$ cat config.mk
export PLATFORM = sky130hd
export DESIGN_NAME = pipeline_sequencer
export DESIGN_NICKNAME = d
export VERILOG_FILES = /design/src/rtl/pipeline_sequencer_pkg.sv /design/src/rtl/pipeline_sequencer_sat_counter.sv /design/src/rtl/pipeline_sequencer.sv
export SDC_FILE = /design/constraint.sdc
export NUM_CORES = 1
export LEC_CHECK = 0
export CAP_MARGIN = 20
export CORE_UTILIZATION = 51
export CTS_BUF_LIST = sky130_fd_sc_hd__clkbuf_16
export CTS_CLUSTER_SIZE = 28
export DETAILED_ROUTE_END_ITERATION = 10
export GPL_TIMING_DRIVEN = 0
export PLACE_DENSITY = 0.87
export SLEW_MARGIN = 10
export SYNTH_ARGS = -nofsm -noshare
export SYNTH_HDL_FRONTEND = slang
export SYNTH_SLANG_ARGS = --single-unit
$ cat constraint.sdc
create_clock -name clk -period 2.2 [get_ports clk]
set_input_delay 0.44 -clock clk [delete_from_list [all_inputs] [get_ports clk]]
set_output_delay 0.44 -clock clk [all_outputs]
set_load 0.02 [all_outputs]
$ cat src/rtl/pipeline_sequencer_pkg.sv
// pipe_ctrl_pkg: shared types and constants for the pipeline sequencer.
//   seq_state_t  - sequencer FSM states
//   stage_ctrl_t - one consistent set of per-stage stall/flush/redirect controls
//   prio_t       - hazard priority levels, highest first
//   prio_ctrl()  - maps a priority level to its stage controls
package pipe_ctrl_pkg;

   typedef enum logic [1:0] {
      RUN     = 2'd0,
      MD_WAIT = 2'd1,
      HALT    = 2'd2
   } seq_state_t;

   typedef struct packed {
      logic stall_if;
      logic stall_id;
      logic stall_ex;
      logic stall_mem;
      logic flush_id;
      logic flush_ex;
      logic flush_mem;
      logic pc_sel;
   } stage_ctrl_t;

   typedef enum logic [2:0] {
      PRIO_HALT   = 3'd0,
      PRIO_DMEM   = 3'd1,
      PRIO_MULDIV = 3'd2,
      PRIO_BRANCH = 3'd3,
      PRIO_LOAD   = 3'd4,
      PRIO_NONE   = 3'd5
   } prio_t;

   localparam stage_ctrl_t CTRL_HALT   = 8'b1111_0000;
   localparam stage_ctrl_t CTRL_DMEM   = 8'b1111_0000;
   // Mul/div holds IF..EX and feeds MEM bubbles while EX iterates.
   localparam stage_ctrl_t CTRL_MULDIV = 8'b1110_0010;
   // Taken branch squashes the two wrong-path instructions and redirects PC.
   localparam stage_ctrl_t CTRL_BRANCH = 8'b0000_1101;
   // Load-use holds IF/ID and inserts one bubble into EX.
   localparam stage_ctrl_t CTRL_LOAD   = 8'b1100_0100;
   localparam stage_ctrl_t CTRL_NONE   = 8'b0000_0000;

   function automatic stage_ctrl_t prio_ctrl(input prio_t prio);
      stage_ctrl_t ctrl;
      case (prio)
         PRIO_HALT:   ctrl = CTRL_HALT;
         PRIO_DMEM:   ctrl = CTRL_DMEM;
         PRIO_MULDIV: ctrl = CTRL_MULDIV;
         PRIO_BRANCH: ctrl = CTRL_BRANCH;
         PRIO_LOAD:   ctrl = CTRL_LOAD;
         default:     ctrl = CTRL_NONE;
      endcase
      return ctrl;
   endfunction

endpackage

$ cat src/rtl/pipeline_sequencer_sat_counter.sv
// sat_counter: W-bit up-counter that sticks at all-ones instead of wrapping.
//   clk   in  1  clock, rising edge
//   rst_n in  1  asynchronous active-low reset, clears the count
//   inc   in  1  count this cycle
//   cnt   out W  current count (registered)
module sat_counter #(
   parameter int W = 32
) (
   input  logic         clk,
   input  logic         rst_n,
   input  logic         inc,
   output logic [W-1:0] cnt
);

   logic [W-1:0] cnt_r;

   // Count register: increments on inc until it reaches all-ones.
   always_ff @(posedge clk or negedge rst_n) begin
      if (!rst_n) begin
         cnt_r <= {W{1'b0}};
      end else if (inc && (cnt_r != {W{1'b1}})) begin
         cnt_r <= cnt_r + W'(1);
      end else begin
         cnt_r <= cnt_r;
      end
   end

   assign cnt = cnt_r;

endmodule

$ cat src/rtl/pipeline_sequencer.sv
// pipeline_sequencer: stall/flush scheduler for the 5-stage RV32 pipeline.
// Merges combinational hazards (load-use, taken branch) with multi-cycle events
// (dmem wait, iterative mul/div, halt) into one set of stage controls.
//   inputs : LoadStall_ID, BranchTaken_EX, MulDivStart_EX, DmemBusy_MEM, Halt_WB
//   outputs: Stall_IF/ID/EX/MEM, Flush_ID/EX/MEM, PCSel_IF, MulDivBusy
//            (combinational, same-cycle), StallCnt/FlushCnt (saturating counters)
// All outputs are forced to 0 while rst_n is low.
module pipeline_sequencer
   import pipe_ctrl_pkg::*;
#(
   parameter int MD_CYCLES = 32,
   parameter int CNT_W     = 32
) (
   input  logic             clk,
   input  logic             rst_n,
   input  logic             LoadStall_ID,
   input  logic             BranchTaken_EX,
   input  logic             MulDivStart_EX,
   input  logic             DmemBusy_MEM,
   input  logic             Halt_WB,
   output logic             Stall_IF,
   output logic             Stall_ID,
   output logic             Stall_EX,
   output logic             Stall_MEM,
   output logic             Flush_ID,
   output logic             Flush_EX,
   output logic             Flush_MEM,
   output logic             PCSel_IF,
   output logic             MulDivBusy,
   output logic [CNT_W-1:0] StallCnt,
   output logic [CNT_W-1:0] FlushCnt
);

   localparam int MD_W = (MD_CYCLES > 2) ? $clog2(MD_CYCLES) : 1;
   // The start cycle in RUN is the first EX cycle, so MD_WAIT covers the rest.
   localparam logic [MD_W-1:0] MD_INIT = MD_W'(MD_CYCLES - 2);

   seq_state_t      state_r, state_nxt_s;
   logic [MD_W-1:0] md_cnt_r, md_cnt_nxt_s;
   logic            is_halt_s, is_md_s, is_run_s;
   prio_t           prio_s;
   stage_ctrl_t     ctrl_s;

   // State and mul/div countdown registers.
   always_ff @(posedge clk or negedge rst_n) begin
      if (!rst_n) begin
         state_r  <= RUN;
         md_cnt_r <= {MD_W{1'b0}};
      end else begin
         state_r  <= state_nxt_s;
         md_cnt_r <= md_cnt_nxt_s;
      end
   end

   // Next-state logic and per-cycle priority decode.
   always_comb begin
      is_halt_s    = (state_r == HALT);
      is_md_s      = (state_r == MD_WAIT);
      // Illegal encodings behave as RUN.
      is_run_s     = !is_halt_s && !is_md_s;
      state_nxt_s  = RUN;
      md_cnt_nxt_s = md_cnt_r;
      prio_s       = PRIO_NONE;

      if (is_halt_s) begin
         prio_s = PRIO_HALT;
      end else if (DmemBusy_MEM) begin
         prio_s = PRIO_DMEM;
      end else if (is_md_s || MulDivStart_EX) begin
         prio_s = PRIO_MULDIV;
      end else if (BranchTaken_EX) begin
         prio_s = PRIO_BRANCH;
      end else if (LoadStall_ID) begin
         prio_s = PRIO_LOAD;
      end else begin
         prio_s = PRIO_NONE;
      end

      if (Halt_WB) begin
         state_nxt_s = HALT;
      end else begin
         case (state_r)
            RUN: begin
               // A busy dmem holds EX, so the op is re-presented next cycle.
               if (MulDivStart_EX && !DmemBusy_MEM) begin
                  state_nxt_s  = MD_WAIT;
                  md_cnt_nxt_s = MD_INIT;
               end else begin
                  state_nxt_s = RUN;
               end
            end
            MD_WAIT: begin
               if (DmemBusy_MEM) begin
                  state_nxt_s = MD_WAIT;
               end else if (md_cnt_r == {MD_W{1'b0}}) begin
                  state_nxt_s = RUN;
               end else begin
                  state_nxt_s  = MD_WAIT;
                  md_cnt_nxt_s = md_cnt_r - MD_W'(1);
               end
            end
            HALT: begin
               state_nxt_s = HALT;
            end
            default: begin
               state_nxt_s = RUN;
            end
         endcase
      end

      ctrl_s = prio_ctrl(prio_s);
   end

   assign Stall_IF   = rst_n & ctrl_s.stall_if;
   assign Stall_ID   = rst_n & ctrl_s.stall_id;
   assign Stall_EX   = rst_n & ctrl_s.stall_ex;
   assign Stall_MEM  = rst_n & ctrl_s.stall_mem;
   assign Flush_ID   = rst_n & ctrl_s.flush_id;
   assign Flush_EX   = rst_n & ctrl_s.flush_ex;
   assign Flush_MEM  = rst_n & ctrl_s.flush_mem;
   assign PCSel_IF   = rst_n & ctrl_s.pc_sel;
   assign MulDivBusy = rst_n & (is_md_s | (is_run_s & MulDivStart_EX));

   sat_counter #(.W(CNT_W)) u_stall_cnt (
      .clk   (clk),
      .rst_n (rst_n),
      .inc   (Stall_IF),
      .cnt   (StallCnt)
   );

   sat_counter #(.W(CNT_W)) u_flush_cnt (
      .clk   (clk),
      .rst_n (rst_n),
      .inc   (PCSel_IF),
      .cnt   (FlushCnt)
   );

endmodule

==> PnR_summary.wiki <==
{| class="wikitable"
! Metric !! Value
|-
| Run status || finished, violations left
|-
| Violations in the final reports || negative setup slack
|-
| Pin count of the biggest net entering global routing || 35
|-
| Starting density of the core || 0.537
|-
| Synthesis-to-layout area growth || 43.2%
|-
| XOR/XNOR Fraction of Synth Area || 0.136
|-
| Height of the die || 87.5 µm
|-
| Proportion of synthesized area in mux cells || 0.0168
|-
| Clock skew || 5.50 ps
|-
| Max Fanout on Critical Path || 3
|-
| Distinct cell type count of the synthesized netlist || 49
|-
| Clock tree from TritonCTS || built
|-
| Number of endpoints with negative hold slack in the final report || 0
|-
| R2r endpoint || u_stall_cnt.cnt[24]$_DFFE_PN0P_
|-
| Total wire length after detailed routing || just under 10000 µm
|-
| Max Cap Viol || 0
|-
| Die boundary width || 87.5 µm
|-
| Clock buffer depth || 2
|-
| Grt ovf || 0
|-
| Part of the total power dissipated in combinational logic || 0.137
|-
| CTS Sinks || 71
|-
| Buffers added on ports || between 70 and 80
|-
| Vias post-DR || between 3000 and 4000
|-
| Tot GR Track Use || 0.261
|-
| Pre-CTS setup slack || -993 ps
|-
| Number of antenna diodes || 0
|-
| Avg Synthesized Cell Area || between 10 and 15 µm²
|-
| Clock latency on the worst-skew pair || around 320 ps
|-
| Rel. slew slack || 0.506
|-
| Net switching power || 879 µW
|-
| WP data required || 1760 ps
|-
| Area of the die || between 0.007 and 0.008 mm²
|-
| Syn Nets || 371
|-
| Leakage power figure || 0.00229 µW
|-
| RePlAce Congestion || 0.885
|-
| Ratio of total power to cell area || around 650 mW/mm²
|-
| Internal power || between 2000 and 3000 µW
|-
| Fin crit period || approximately 2300 ps
|-
| Worst Hold Margin || 35.5 ps
|-
| Proportion of power drawn by flip-flops and latches || 0.424
|-
| Max-slew violation count || 0
|-
| Worst flop-to-flop path startpoint || state_r[1]$_DFF_PN0_
|-
| Number of clock buffers inserted by TritonCTS || 9
|-
| Fin worst setup slack || -64.4 ps
|-
| Flip-flop and latch count after synthesis || between 70 and 80
|-
| Data arrival time of the critical path || between 1500 and 2000 ps
|-
| Count of standard-cell rows || 30
|-
| Setup slack on the worst flop-to-flop path || 20 ps
|-
| Simple-Gate Fraction of Synth Area || 0.274
|-
| Antenna Violating Nets Remaining || 0
|-
| Combinational family with the most area after synthesis || simple AND/OR/NAND/NOR gates
|-
| Area of the core || 0.00694 mm²
|-
| Wire length per cell after detailed routing || between 15 and 20 µm
|-
| Switching power share of the total || 0.253
|-
| Kind of start point of the critical path || flop
|-
| Adder-cell share of the synthesized area || 0.0268
|-
| H-Tree Level Count || 3
|-
| Clock slew at reported path FFs || ~60 ps
|-
| HPWL Detailed || between 6000 and 7000 µm
|-
| Clk network pwr share || 0.439
|-
| Area of the mapped netlist || approximately 0.0037 mm²
|-
| Fill cell total of the finished layout || between 400 and 500
|-
| Setup tns final || -116 ps
|-
| Final cycle utilization of the critical path || 1.03
|-
| Average vias per placed instance || approximately 5.8
|-
| Crit path capture type || output port
|-
| RSZ-0062 raised after global routing || true
|-
| Ratio of cells with drive above 1 in the final layout || 0.188
|-
| Worst setup path category || reg2out
|-
| Final Net Count || 483
|-
| Post-synthesis cell count || 356
|-
| Final Total Pwr || between 3000 and 4000 µW
|-
| Root buffer selected by CTS || clkbuf_16
|-
| Max IR drop VDD || 0.529 mV
|-
| First drt pass iteration count || 5
|-
| Final setup fails || 3
|-
| Initial antenna violation count || 0
|-
| Number of placed I/O pins || 80
|-
| Warnings from Yosys || 0
|-
| Path category of the worst min-delay check || in2async
|-
| Residual DRC || 0
|-
| DRC violation total after the first TritonRoute iteration || ~250
|-
| Worst r2r path cells || 9
|-
| Vias in the first global route || ~3200
|-
| Upper clock frequency limit || between 400 and 500 MHz
|-
| Post-synthesis sequential area ratio || 0.476
|-
| Slew @ Worst Pin || 734 ps
|-
| Compound-gate portion of the synthesized area || 0.0446
|-
| First-pass GRT wire length || approximately 15000 µm
|}
## layer usage
layer	global-route usage	routed length, µm	vias up
li1	-	-	1514
met1	0.335	4010	1617
met2	0.445	4840	149
met3	0.0540	592	22
met4	0.0849	189	0
met5	0	0	-
## layout by cell type (no fill, tap or decap), types with 12 or more instances in the layout
| cell | n |
|---|---|
| nand2_1 | 29 |
| dfrtp_1 | 70 |
| clkdlybuf4s50_1 | 67 |
| xor2_1 | 19 |
| buf_4 | 19 |
| nand4_1 | 31 |
| xnor2_1 | 38 |
| nand3_1 | 19 |
| and3_1 | 15 |
| nor3_1 | 12 |
| nor2_1 | 19 |
## power by group through the flow
stage | logic (µW) | clock network [µW] | registers (µW)
2_1_floorplan | 141 | 0 | 1550
3_3_place_gp | 422 | 0 | 1480
3_5_place_dp | 445 | 0 | 1490
4_1_cts | 474 | 1530 | 1470
5_1_grt | 514 | 1600 | 1480
6_report | 475 | 1520 | 1470
## synth_stat cells, drive strengths merged
library cell   n  share of area
clkinv         1         0.0023
mux2           2         0.0060
or3b           1         0.0023
nor3b          3         0.0060
nor3          14          0.019
nand2         30          0.030
and4           8          0.019
inv           10          0.010
nand2b         3         0.0050
and3          16          0.028
or3            1         0.0017
or4            1         0.0020
a311oi         1         0.0023
dfrtp         71           0.48
nand4         33          0.061
o31ai          1         0.0020
nor4          12          0.028
nand4b         1         0.0023
a21oi          8          0.011
nand3         21          0.032
a31oi          5         0.0084
clkbuf         3         0.0030
o2111a         1         0.0030
nor4b          2         0.0064
xnor2         39          0.092
a21o           1         0.0020
a211oi         1         0.0020
o211a          1         0.0027
nor2          21          0.021
ha             8          0.027
a2111oi        2          0.011
and2           4         0.0067
or2            1         0.0017
nand3b         1         0.0020
xor2          19          0.045
buf            5         0.0097
mux2i          4          0.011
## flip-flops by register name, indices dropped and copies added, names as in the netlist
| name | flops |
|---|---|
| md_cnt_r | 5 |
| state_r | 2 |
| u_flush_cnt.cnt | 32 |
| u_stall_cnt.cnt | 32 |
## metrics by stage
| step | instance area [µm²] | instances | utilization |
|---|---|---|---|
| 2_1_floorplan | 3730 | 356 | - |
| 3_3_place_gp | 4640 | 531 | 0.668 |
| 3_5_place_dp | 4660 | 532 | 0.671 |
| 4_1_cts | 5220 | 562 | 0.752 |
| 5_1_grt | 5340 | 569 | 0.769 |
| 6_report | 5340 | 569 | 0.769 |
## how the worst max path moves through the flow
stage | start | endpoint | slack (ps)
global route | state_r[0]$_DFF_PN0_ | Stall_IF | -120
finish | state_r[0]$_DFF_PN0_ | Stall_IF | -60
floorplan | state_r[0]$_DFF_PN0_ | PCSel_IF | 40
detailed placement | DmemBusy_MEM | PCSel_IF | -990
CTS | state_r[0]$_DFF_PN0_ | Stall_IF | -50
global placement | rst_n | Stall_IF | -3440
## critical path, cell delays in order (launching register included)
cell and delay, ps:
dfrtp_1 400, buf_6 140, ha_4 170, nor4_4 210
buf_4 180, a21o_4 140, inv_6 40, buf_6 100
buf_6 120
## layout make-up
class | instances | area [µm²] | area share
buffer | 7 | 65.1 | 0.0122
clock buffer | 9 | 225 | 0.0422
sequential | 71 | 1780 | 0.333
clock inverter | 7 | 88.8 | 0.0166
multi-input combinational | 266 | 1990 | 0.373
timing repair buffer | 102 | 1020 | 0.191
tap | 96 | 120 | 0.0225
inverter | 11 | 51.3 | 0.00961
## kinds of logic after synthesis
family | count (synthesis)
buf+inv | 19
compound gates | 21
mux | 6
flops | 71
xor+xnor | 58
fa+ha+maj | 8
simple gates | 173
## timing repair
| action | CTS | global route |
|---|---|---|
| gates resized for setup | 64 | 18 |
| hold buffers | 1 | 0 |
| setup buffers | 12 | 8 |
| cloned | 1 | 0 |
| pin swaps | 5 | 9 |
| endpoints found under the setup margin | 26 | 32 |
| endpoints found under the hold margin | 34 | 0 |
(Power assumes the default switching activity.)
